**src/rtl/mnist_ds_pkg.sv**
```systemverilog
// rtl/mnist_ds_pkg.sv - shared state type, default geometry and width helpers for the MNIST downsampler
package mnist_ds_pkg;

   localparam int DS_DEF_IN_W     = 448;
   localparam int DS_DEF_IN_H     = 448;
   localparam int DS_DEF_LOG2_BLK = 4;
   localparam int DS_DEF_DATA_W   = 8;

   typedef enum logic {
      RUN  = 1'b0,
      DONE = 1'b1
   } ds_state_e;

   function automatic int clog2_min1(input int n);
      return (n > 1) ? $clog2(n) : 1;
   endfunction

   function automatic int acc_width(input int data_w, input int log2_blk);
      return data_w + 2 * log2_blk;
   endfunction

endpackage

```
**src/rtl/mnist_tile_acc.sv**
```systemverilog
// rtl/mnist_tile_acc.sv - one accumulator per tile column with round-half-up average read-out
module mnist_tile_acc
   import mnist_ds_pkg::*;
#(
   parameter int OUT_W    = 28,
   parameter int LOG2_BLK = 4,
   parameter int DATA_W   = 8,
   parameter int ACC_W    = acc_width(DATA_W, LOG2_BLK),
   parameter int TX_W     = clog2_min1(OUT_W)
) (
   input  logic              clk_i,
   input  logic              en_i,
   input  logic              first_i,
   input  logic [TX_W-1:0]   tx_i,
   input  logic [DATA_W-1:0] pix_i,
   output logic [DATA_W-1:0] avg_o
);

   localparam int               HALF_SH = (LOG2_BLK > 0) ? 2 * LOG2_BLK - 1 : 0;
   localparam logic [ACC_W-1:0] HALF    = (LOG2_BLK > 0) ? (ACC_W'(1) << HALF_SH) : '0;

   logic [ACC_W-1:0] acc_q [OUT_W];
   logic [ACC_W-1:0] sum_d;
   logic [ACC_W-1:0] rounded;

   // The first pixel of a tile overwrites, so the bank never needs a reset.
   always_comb begin
      sum_d   = (first_i ? '0 : acc_q[tx_i]) + ACC_W'(pix_i);
      rounded = sum_d + HALF;
      avg_o   = rounded[2*LOG2_BLK +: DATA_W];
   end

   always_ff @(posedge clk_i) begin
      if (en_i) begin
         acc_q[tx_i] <= sum_d;
      end
   end

endmodule

```
**src/rtl/mnist_block_downsample.sv**
```systemverilog
// rtl/mnist_block_downsample.sv - raster grey stream to tile-averaged MNIST image RAM writes
// Optional MNIST_DS_INVERT_EN: ds_data becomes (2^DATA_W-1) minus the rounded average.
module mnist_block_downsample
   import mnist_ds_pkg::*;
#(
   parameter  int IN_W     = DS_DEF_IN_W,
   parameter  int IN_H     = DS_DEF_IN_H,
   parameter  int LOG2_BLK = DS_DEF_LOG2_BLK,
   parameter  int DATA_W   = DS_DEF_DATA_W,
   localparam int OUT_W    = IN_W >> LOG2_BLK,
   localparam int OUT_H    = IN_H >> LOG2_BLK,
   localparam int ADDR_W   = clog2_min1(OUT_W * OUT_H)
) (
   input  logic              cmos_pclk,
   input  logic              rst,
   input  logic              frame_start,
   input  logic              pix_valid,
   input  logic [DATA_W-1:0] pix_data,
   output logic              ds_valid,
   output logic [DATA_W-1:0] ds_data,
   output logic [ADDR_W-1:0] ds_addr,
   output logic              frame_done,
   output logic              overrun
);

   localparam int ACC_W = acc_width(DATA_W, LOG2_BLK);
   localparam int H_W   = clog2_min1(IN_W);
   localparam int V_W   = clog2_min1(IN_H);
   localparam int TX_W  = clog2_min1(OUT_W);
   localparam int TY_W  = clog2_min1(OUT_H);
   localparam logic [LOG2_BLK-1:0] SUB_LAST = '1;

   ds_state_e         state_q, state_d;
   logic [H_W-1:0]    h_q, h_d, h_cur;
   logic [V_W-1:0]    v_q, v_d, v_cur;
   logic              overrun_q, overrun_d;
   logic              ds_valid_q, ds_valid_d;
   logic              frame_done_q, frame_done_d;
   logic [DATA_W-1:0] ds_data_q, ds_data_d;
   logic [ADDR_W-1:0] ds_addr_q, ds_addr_d;
   logic              take, tile_first, tile_last, h_last, frame_last;
   logic [TX_W-1:0]   tx;
   logic [TY_W-1:0]   ty;
   logic [DATA_W-1:0] avg;

   // frame_start makes the concurrent pixel (0,0) of the new frame.
   always_comb begin
      h_cur      = frame_start ? '0 : h_q;
      v_cur      = frame_start ? '0 : v_q;
      take       = pix_valid && (frame_start || state_q == RUN);
      tx         = TX_W'(h_cur >> LOG2_BLK);
      ty         = TY_W'(v_cur >> LOG2_BLK);
      h_last     = (h_cur == H_W'(IN_W - 1));
      frame_last = h_last && (v_cur == V_W'(IN_H - 1));
      tile_first = (h_cur[LOG2_BLK-1:0] == '0) && (v_cur[LOG2_BLK-1:0] == '0);
      tile_last  = take && (h_cur[LOG2_BLK-1:0] == SUB_LAST) &&
                   (v_cur[LOG2_BLK-1:0] == SUB_LAST);
   end

   mnist_tile_acc #(
      .OUT_W    (OUT_W),
      .LOG2_BLK (LOG2_BLK),
      .DATA_W   (DATA_W),
      .ACC_W    (ACC_W),
      .TX_W     (TX_W)
   ) u_tile_acc (
      .clk_i   (cmos_pclk),
      .en_i    (take),
      .first_i (tile_first),
      .tx_i    (tx),
      .pix_i   (pix_data),
      .avg_o   (avg)
   );

   always_comb begin
      state_d      = state_q;
      h_d          = h_cur;
      v_d          = v_cur;
      overrun_d    = overrun_q && !frame_start;
      ds_valid_d   = tile_last;
      frame_done_d = tile_last && frame_last;
      ds_data_d    = ds_data_q;
      ds_addr_d    = ds_addr_q;
      if (frame_start) begin
         state_d = RUN;
      end
      if (pix_valid && !take) begin
         overrun_d = 1'b1;
      end
      if (take) begin
         h_d = h_last ? '0 : h_cur + H_W'(1);
         if (h_last) begin
            v_d = frame_last ? '0 : v_cur + V_W'(1);
         end
         if (frame_last) begin
            state_d = DONE;
         end
      end
      if (tile_last) begin
         ds_data_d = avg;
         ds_addr_d = ADDR_W'(ty) * ADDR_W'(OUT_W) + ADDR_W'(tx);
      end
   end

   always_ff @(posedge cmos_pclk) begin
      if (rst) begin
         state_q      <= RUN;
         h_q          <= '0;
         v_q          <= '0;
         overrun_q    <= 1'b0;
         ds_valid_q   <= 1'b0;
         frame_done_q <= 1'b0;
         ds_data_q    <= '0;
         ds_addr_q    <= '0;
      end else begin
         state_q      <= state_d;
         h_q          <= h_d;
         v_q          <= v_d;
         overrun_q    <= overrun_d;
         ds_valid_q   <= ds_valid_d;
         frame_done_q <= frame_done_d;
         ds_data_q    <= ds_data_d;
         ds_addr_q    <= ds_addr_d;
      end
   end

   assign ds_valid   = ds_valid_q;
   assign ds_addr    = ds_addr_q;
   assign frame_done = frame_done_q;
   assign overrun    = overrun_q;
`ifdef MNIST_DS_INVERT_EN
   assign ds_data    = ~ds_data_q;
`else
   assign ds_data    = ds_data_q;
`endif

endmodule

```
**config.mk**
```make
export PLATFORM = sky130hd
export DESIGN_NAME = mnist_block_downsample
export DESIGN_NICKNAME = d
export VERILOG_FILES = /design/src/rtl/mnist_ds_pkg.sv /design/src/rtl/mnist_tile_acc.sv /design/src/rtl/mnist_block_downsample.sv
export SDC_FILE = /design/constraint.sdc
export NUM_CORES = 1
export LEC_CHECK = 0
export ABC_AREA = 1
export CAP_MARGIN = 20
export CORE_MARGIN = 2
export CORE_UTILIZATION = 54
export DETAILED_ROUTE_END_ITERATION = 8
export PLACE_DENSITY = 0.73
export SETUP_SLACK_MARGIN = 0.3
export SYNTH_ARGS = -nofsm -noshare
export SYNTH_HDL_FRONTEND = slang
export SYNTH_SLANG_ARGS = --single-unit
```
**constraint.sdc**
```tcl
create_clock -name cmos_pclk -period 13.65 [get_ports cmos_pclk]
set_input_delay 4.095 -clock cmos_pclk [delete_from_list [all_inputs] [get_ports cmos_pclk]]
set_output_delay 4.095 -clock cmos_pclk [all_outputs]
set_load 0.01 [all_outputs]
```
==> summary.md, run 1 <==
| Metric | Value |
|---|---|
| Max-capacitance violation count | `0` |
| Top Usage Layer GRT | `met2` |
| Area fraction of the dominant cell type after synthesis | `roughly two thirds` |
| Site row count | `71` |
| Post-Route Setup TNS | `0 ns` |
| Met3 usage | `3.70%` |
| Worst skew pair latency | `a little under 0.6 ns` |
| Leak Pwr | `between 8 and 9 nW` |
| Initial antenna violation count | `0` |
| WL final | `around 49 mm` |
| HPWL after DPL | `29.2 mm` |
| Pwr Density | `about 130 nW/µm²` |
| Clock sinks | `488` |
| 1st-iter DRT viols | `~1.6k` |
| Routed length per instance | `between 20 and 25 µm` |
| Reg-to-reg slack, setup | `between 7 and 8 ns` |
| Layout cells sized above 1 | `around 8.4%` |
| Ant diodes | `0` |
| Largest net degree at the start of global routing | `between 70 and 80` |
| GRT Overall Usage | `~25%` |
| ANT nets after route | `0` |
| First-pass GRT wire length | `around 76 mm` |
| Startpoint types | `input pin` |
| Synth area leaders | `edfxtp_1, nand2_1, dfxtp_1` |
| Grt total ovfl | `0` |
| Vias in the first global route | `13.5k` |
| IO buf count | `32` |
| CP top delay family | `simple AND/OR/NAND/NOR gates` |
| Max Clock Freq | `97.3 MHz` |
| Die H | `199 µm` |
| Clk_skew | `~0.031 ns` |
| Clk pin slew, worst setup/hold paths | `roughly 0.06 ns` |
| TritonCTS buffer count | `between 40 and 50` |
| Critical path endpoint category | `flip-flop` |
| Setup Fix Bufs, Post-CTS | `0` |
| Met1 Track Usage GR | `about 34%` |
| Worst slew pin tran | `between 1 and 1.5 ns` |
| Slew Viols, Final | `0` |
| Max transition margin | `20.8%` |
| Most frequent cells in the layout | `edfxtp_1, nand2_1, nor2_1, inv_1, o22ai_1` |
| RSZ-0062 raised after global routing | `false` |
| Avg Cell Area, Syn | `around 12 µm²` |
| Post-cts resize count | `0` |
| Post-Syn Area | `~20000 µm²` |
| RD Place Congestion | `between 0.8 and 0.9` |
| Status | `completed` |
| Inst Count DP | `2287` |
| Slowest stage cell, crit path | `nand2_4` |
| Die outline area | `between 30000 and 40000 µm²` |
| Worst Path Class, Setup | `in2reg` |
| Io pins | `33` |
| Buf+Inv Stages, Crit Path | `7` |
| Async SR Flop Fraction | `0%` |
| Gate Count Post-Synth | `~1.8k` |
| CTS Hold Bufs | `0` |
| Final period util | `75.3%` |
| DRC | `0` |
| VDD IR max | `~160 µV` |
| Synth warn | `0` |
| Root Driver | `clkbuf_16` |
| WP data arrival | `10.76 ns` |
| CTS Buffer Depth | `3` |
| DR vias | `13.7k` |
| Cell taking the most area after synthesis | `edfxtp_1` |
| # nets final | `1872` |
| Post-synth EDFFs | `448` |
| Hold Fails Final Rpt | `0` |
| Minimum clock period | `between 10 and 15 ns` |
| CORE AREA | `between 30000 and 40000 µm²` |
| Grt met2 use | `a little over two fifths` |
| CTS tree | `done` |
| Final Non-Filler Cells | `between 2k and 2.5k` |
| CP Max Fanout | `72` |
| Syn nets | `approximately 1.8k` |
| Via-to-Cell Ratio | `5.75` |
| Critical Path RT | `around 14 ns` |
| Share of the yosys chip area belonging to registers | `slightly below 70%` |
| Die Wd | `approximately 200 µm` |
| H-tree Lvls | `2` |
| Synth cell types | `between 50 and 60` |
| Syn-to-layout area delta | `12.0%` |
| Drt first pass iters | `6` |
| Ys flop type | `edfxtp_1` |
| Seq cells post-synth | `just under 500` |
| Starting Density | `between 50% and 60%` |
| Most common cell after layout, fill and taps aside | `edfxtp_1` |
| Critical Path Max Stage Delay | `between 0.6 and 0.7 ns` |
| Setup violations, final | `0` |
| Min-delay worst type | `reg2reg` |
## synth_stat cells (7+ instances only)
library cell	count
nand3b_1	12
fa_1	7
inv_1	166
ha_1	26
edfxtp_1	448
o22ai_1	120
nand4_1	17
buf_2	23
inv_2	7
buf_4	7
nor2_1	209
buf_6	8
nor2_2	10
dfxtp_1	40
nand2_1	350
clkbuf_1	20
a21oi_1	41
nand3_1	64
nor3_1	13
xor2_1	15
buf_1	15
o21ai_0	83
## area by class of cell
| class | count | area, µm² |
|---|---|---|
| Fill cell | 2827 | 14500 |
| Inverter | 175 | 664 |
| Clock inverter | 26 | 239 |
| Sequential cell | 488 | 14300 |
| Clock buffer | 59 | 1260 |
| Multi-Input combinational cell | 1035 | 5320 |
| Tap cell | 511 | 639 |
| Timing Repair Buffer | 80 | 692 |
## final timing paths
| path | start | to | cells past startpoint |
|---|---|---|---|
| worst max register to register | h_q[4] | ds_data[7] | 25 |
| worst min register to register | ds_addr[6] | ds_addr[6] | 2 |
| worst min-delay path | ds_addr[6] | ds_addr[6] | 2 |
| worst max-delay path | frame_start | ds_data[7] | 27 |
## stage by stage
step	hold slack, ns	power [mW]	cell area (µm²)	setup slack (ns)	utilization (%)
final	0.478	3.01	23100	3.37	61.4
after global routing	0.496	3.08	23100	2.92	61.4
after CTS	0.483	3.01	23000	3.48	61.3
after detailed placement	0.466	1.77	21500	2.90	57.3
after global placement	0.452	1.77	21500	3.13	57.3
after floorplan	0.466	1.73	20600	5.00	-
## power by group
group,internal (mW),total (mW),switching [mW]
clock network,0.716,1.27,0.551
registers,1.65,1.65,0.00117
logic,0.0218,0.0879,0.0661
## tightest hold or removal path, cell delays in order (launching register included)
cell and delay [ns]:
dfxtp_1 0.31, nand2_1 0.06, a21oi_1 0.06
## state kept, by name, indices dropped and copies added (netlist names)
register / cells
ds_data: 8
state_q: 1
v_q: 9
ds_addr: 10
u_tile_acc.acc_q: 448
overrun: 1
h_q: 9
ds_valid: 1
frame_done: 1
## per-layer routing
metal / up-vias / share of wire [%]
li1: 6301 / -
met1: 6576 / 40
met2: 666 / 48
met3: 107 / 8.4
met4: 0 / 3.0
met5: - / 0
## logic make-up (layout without fill, tap and decap cells)
logic type               count (synthesis)  after routing  synth area share [%]
AND/OR/NAND/NOR                        704            704                  14.6
AO/OA/AOI/OAI                          278            278                  7.97
adder cells (fa/ha/maj)                 33             33                  2.26
XOR/XNOR                                20             20                 0.851
buffers and inverters                  248            340                  5.12
flip-flops                             488            488                  69.2
No activity file was read; power rests on OpenSTA's default activity.
==> run 2: changes to the inputs <==
==> constraint.sdc (replaced) <==
create_clock -name cmos_pclk -period 9.9 [get_ports cmos_pclk]
set_input_delay 2.97 -clock cmos_pclk [delete_from_list [all_inputs] [get_ports cmos_pclk]]
set_output_delay 2.97 -clock cmos_pclk [all_outputs]
set_load 0.01 [all_outputs]
==> summary.md, run 2 (synthesis gave the netlist of run 1 again) <==
| Metric | Value |
|---|---|
| Status | `completed` |
| Largest reg by FF count | `u_tile_acc.acc_q` |
| WL final | `50.4 mm` |
| Hold Fails Final Rpt | `0` |
| Die outline area | `approximately 40000 µm²` |
| RD Place Congestion | `slightly below 0.9` |
| CTS Hold Bufs | `0` |
| Layout cells sized above 1 | `9.21%` |
| TritonCTS buffer count | `48` |
| Root Driver | `clkbuf_16` |
| Sequential power share | `53.5%` |
| Minimum clock period | `roughly 9 ns` |
| Leak Pwr | `around 9 nW` |
| WP data arrival | `~9.2 ns` |
| Slew Viols, Final | `0` |
| DR vias | `roughly 14k` |
| Initial antenna violation count | `0` |
| Worst slew pin tran | `0.935 ns` |
| Post-cts resize count | `0` |
| Setup Fix Bufs, Post-CTS | `0` |
| Pwr Density | `approximately 180 nW/µm²` |
| Area of the multi-input gates | `5320 µm²` |
| RSZ-0062 raised after global routing | `false` |
| Final period util | `just under 90%` |
| Register Area | `14300 µm²` |
| ANT nets after route | `0` |
| Crit-path most repeated cell | `nand3_1` |
| Startpoint types | `input pin` |
| Final Cell Area | `23300 µm²` |
| Vias in the first global route | `13.5k` |
| Critical path endpoint category | `flip-flop` |
| Setup violations, final | `0` |
| Via-to-Cell Ratio | `roughly 5.8` |
| Clk_skew | `roughly 0.026 ns` |
| Final Util | `approximately three fifths` |
| Drt first pass iters | `5` |
| DRC | `0` |
| VDD IR max | `approximately 200 µV` |
| Die Wd | `approximately 200 µm` |
| Slowest stage cell, crit path | `o311ai_0` |
| Buf+Inv Stages, Crit Path | `5` |
| Ant diodes | `0` |
| Logic pwr share | `under 10%` |
| Die H | `roughly 200 µm` |
| Most common cell after layout, fill and taps aside | `edfxtp_1` |
| Routed length per instance | `about 21 µm` |
| GRT Overall Usage | `between 20% and 30%` |
| HPWL after DPL | `30.3 mm` |
| Net Switching | `~850 µW` |
| # nets final | `1888` |
| CTS Buffer Depth | `3` |
| Clock power frac | `between 40 and 50%` |
| WP depth | `25` |
| Critical Path RT | `around 10 ns` |
| Grt total ovfl | `0` |
| Worst skew pair latency | `0.57 ns` |
| First-pass GRT wire length | `77.3 mm` |
| Clock sinks | `488` |
| CP top delay family | `simple AND/OR/NAND/NOR gates` |
| Total Power | `4.26 mW` |
| H-tree Lvls | `2` |
| IO buf count | `32` |
| Hold depth | `2` |
| Min-delay worst type | `reg2reg` |
| Worst Path Class, Setup | `in2reg` |
| Io pins | `33` |
| Site row count | `71` |
| Critical Path Max Stage Delay | `roughly 0.74 ns` |
| Fillers | `2820` |
| Post-Route Setup TNS | `0 ns` |
| Largest net degree at the start of global routing | `72` |
| Max transition margin | `between 30% and 40%` |
| CORE AREA | `37600 µm²` |
| CTS tree | `done` |
| 1st-iter DRT viols | `between 1k and 1.5k` |
| Clk pin slew, worst setup/hold paths | `around 0.060 ns` |
| Max-capacitance violation count | `0` |
| Max Clock Freq | `about 110 MHz` |
| Max reg flops | `between 400 and 500` |
| Syn-to-layout area delta | `13.0%` |
| Int Pwr | `around 3.4 mW` |
| Switching Fraction | `approximately a fifth` |
| CP Max Fanout | `49` |
| Starting Density | `between 50% and 60%` |
| Worst reg-to-reg path cell count | `25` |
| DP Area | `21700 µm²` |
| Most frequent cells in the layout | `edfxtp_1, nand2_1, nor2_1, inv_1, o22ai_1` |
run 2: layout make-up:
cell class	instances	area share [%]
clock buffers	60	5.35
clock inverters	26	1.46
inverters	175	2.85
multi-input cells	1035	22.8
flip-flops and latches	488	61.2
well taps	511	2.75
repair buffers	95	3.51
run 2: per-layer routing:
layer | vias to the layer above | wire (µm) | GRT usage [%]
li1 | 6326 | - | -
met1 | 6710 | 20300 | 34.9
met2 | 635 | 24300 | 43.4
met3 | 133 | 3920 | 3.36
met4 | 0 | 1830 | 9.95
met5 | - | 0 | 0
run 2: power by group through the flow:
stage	registers, mW	logic (mW)	clock network (mW)
after floorplan	2.32	0.0673	0
after global placement	2.32	0.117	0
after detailed placement	2.32	0.123	0
after CTS	2.28	0.123	1.87
after global routing	2.28	0.137	1.95
final	2.28	0.126	1.86
run 2: path summary, 6_finish.rpt:
check	start	endpoint	slack [ns]
hold reg to reg	ds_data[0]	ds_data[0]	0.47
hold / removal	ds_data[0]	ds_data[0]	0.47
setup reg to reg	h_q[4]	ds_data[7]	3.88
setup / recovery	frame_start	ds_data[7]	1.14
run 2: metrics by stage:
stage          instances  hold slack, ns  setup slack (ns)
2_1_floorplan       1771           0.466              2.38
3_3_place_gp        2302           0.455             0.910
3_5_place_dp        2303           0.466             0.689
4_1_cts             2389           0.473              1.26
5_1_grt             2390           0.482             0.791
6_report            2390           0.469              1.14
run 2: worst min-delay path: cells and delay by family, from the launching register on:
family / cells / cell delay (ns)
AOI/OAI and AO/OA: 1 / 0.05
DFF: 1 / 0.31
and+or+nand+nor: 1 / 0.06
==> run 3: changes to the inputs <==
--- a/config.mk
+++ b/config.mk
@@ -12,6 +12,7 @@
 export DETAILED_ROUTE_END_ITERATION = 8
 export PLACE_DENSITY = 0.73
 export SETUP_SLACK_MARGIN = 0.3
+export SKIP_LAST_GASP = 1
 export SYNTH_ARGS = -nofsm -noshare
 export SYNTH_HDL_FRONTEND = slang
 export SYNTH_SLANG_ARGS = --single-unit
==> results of run 3 <==
Final layout, timing and power as in run 2 (identical DEF).
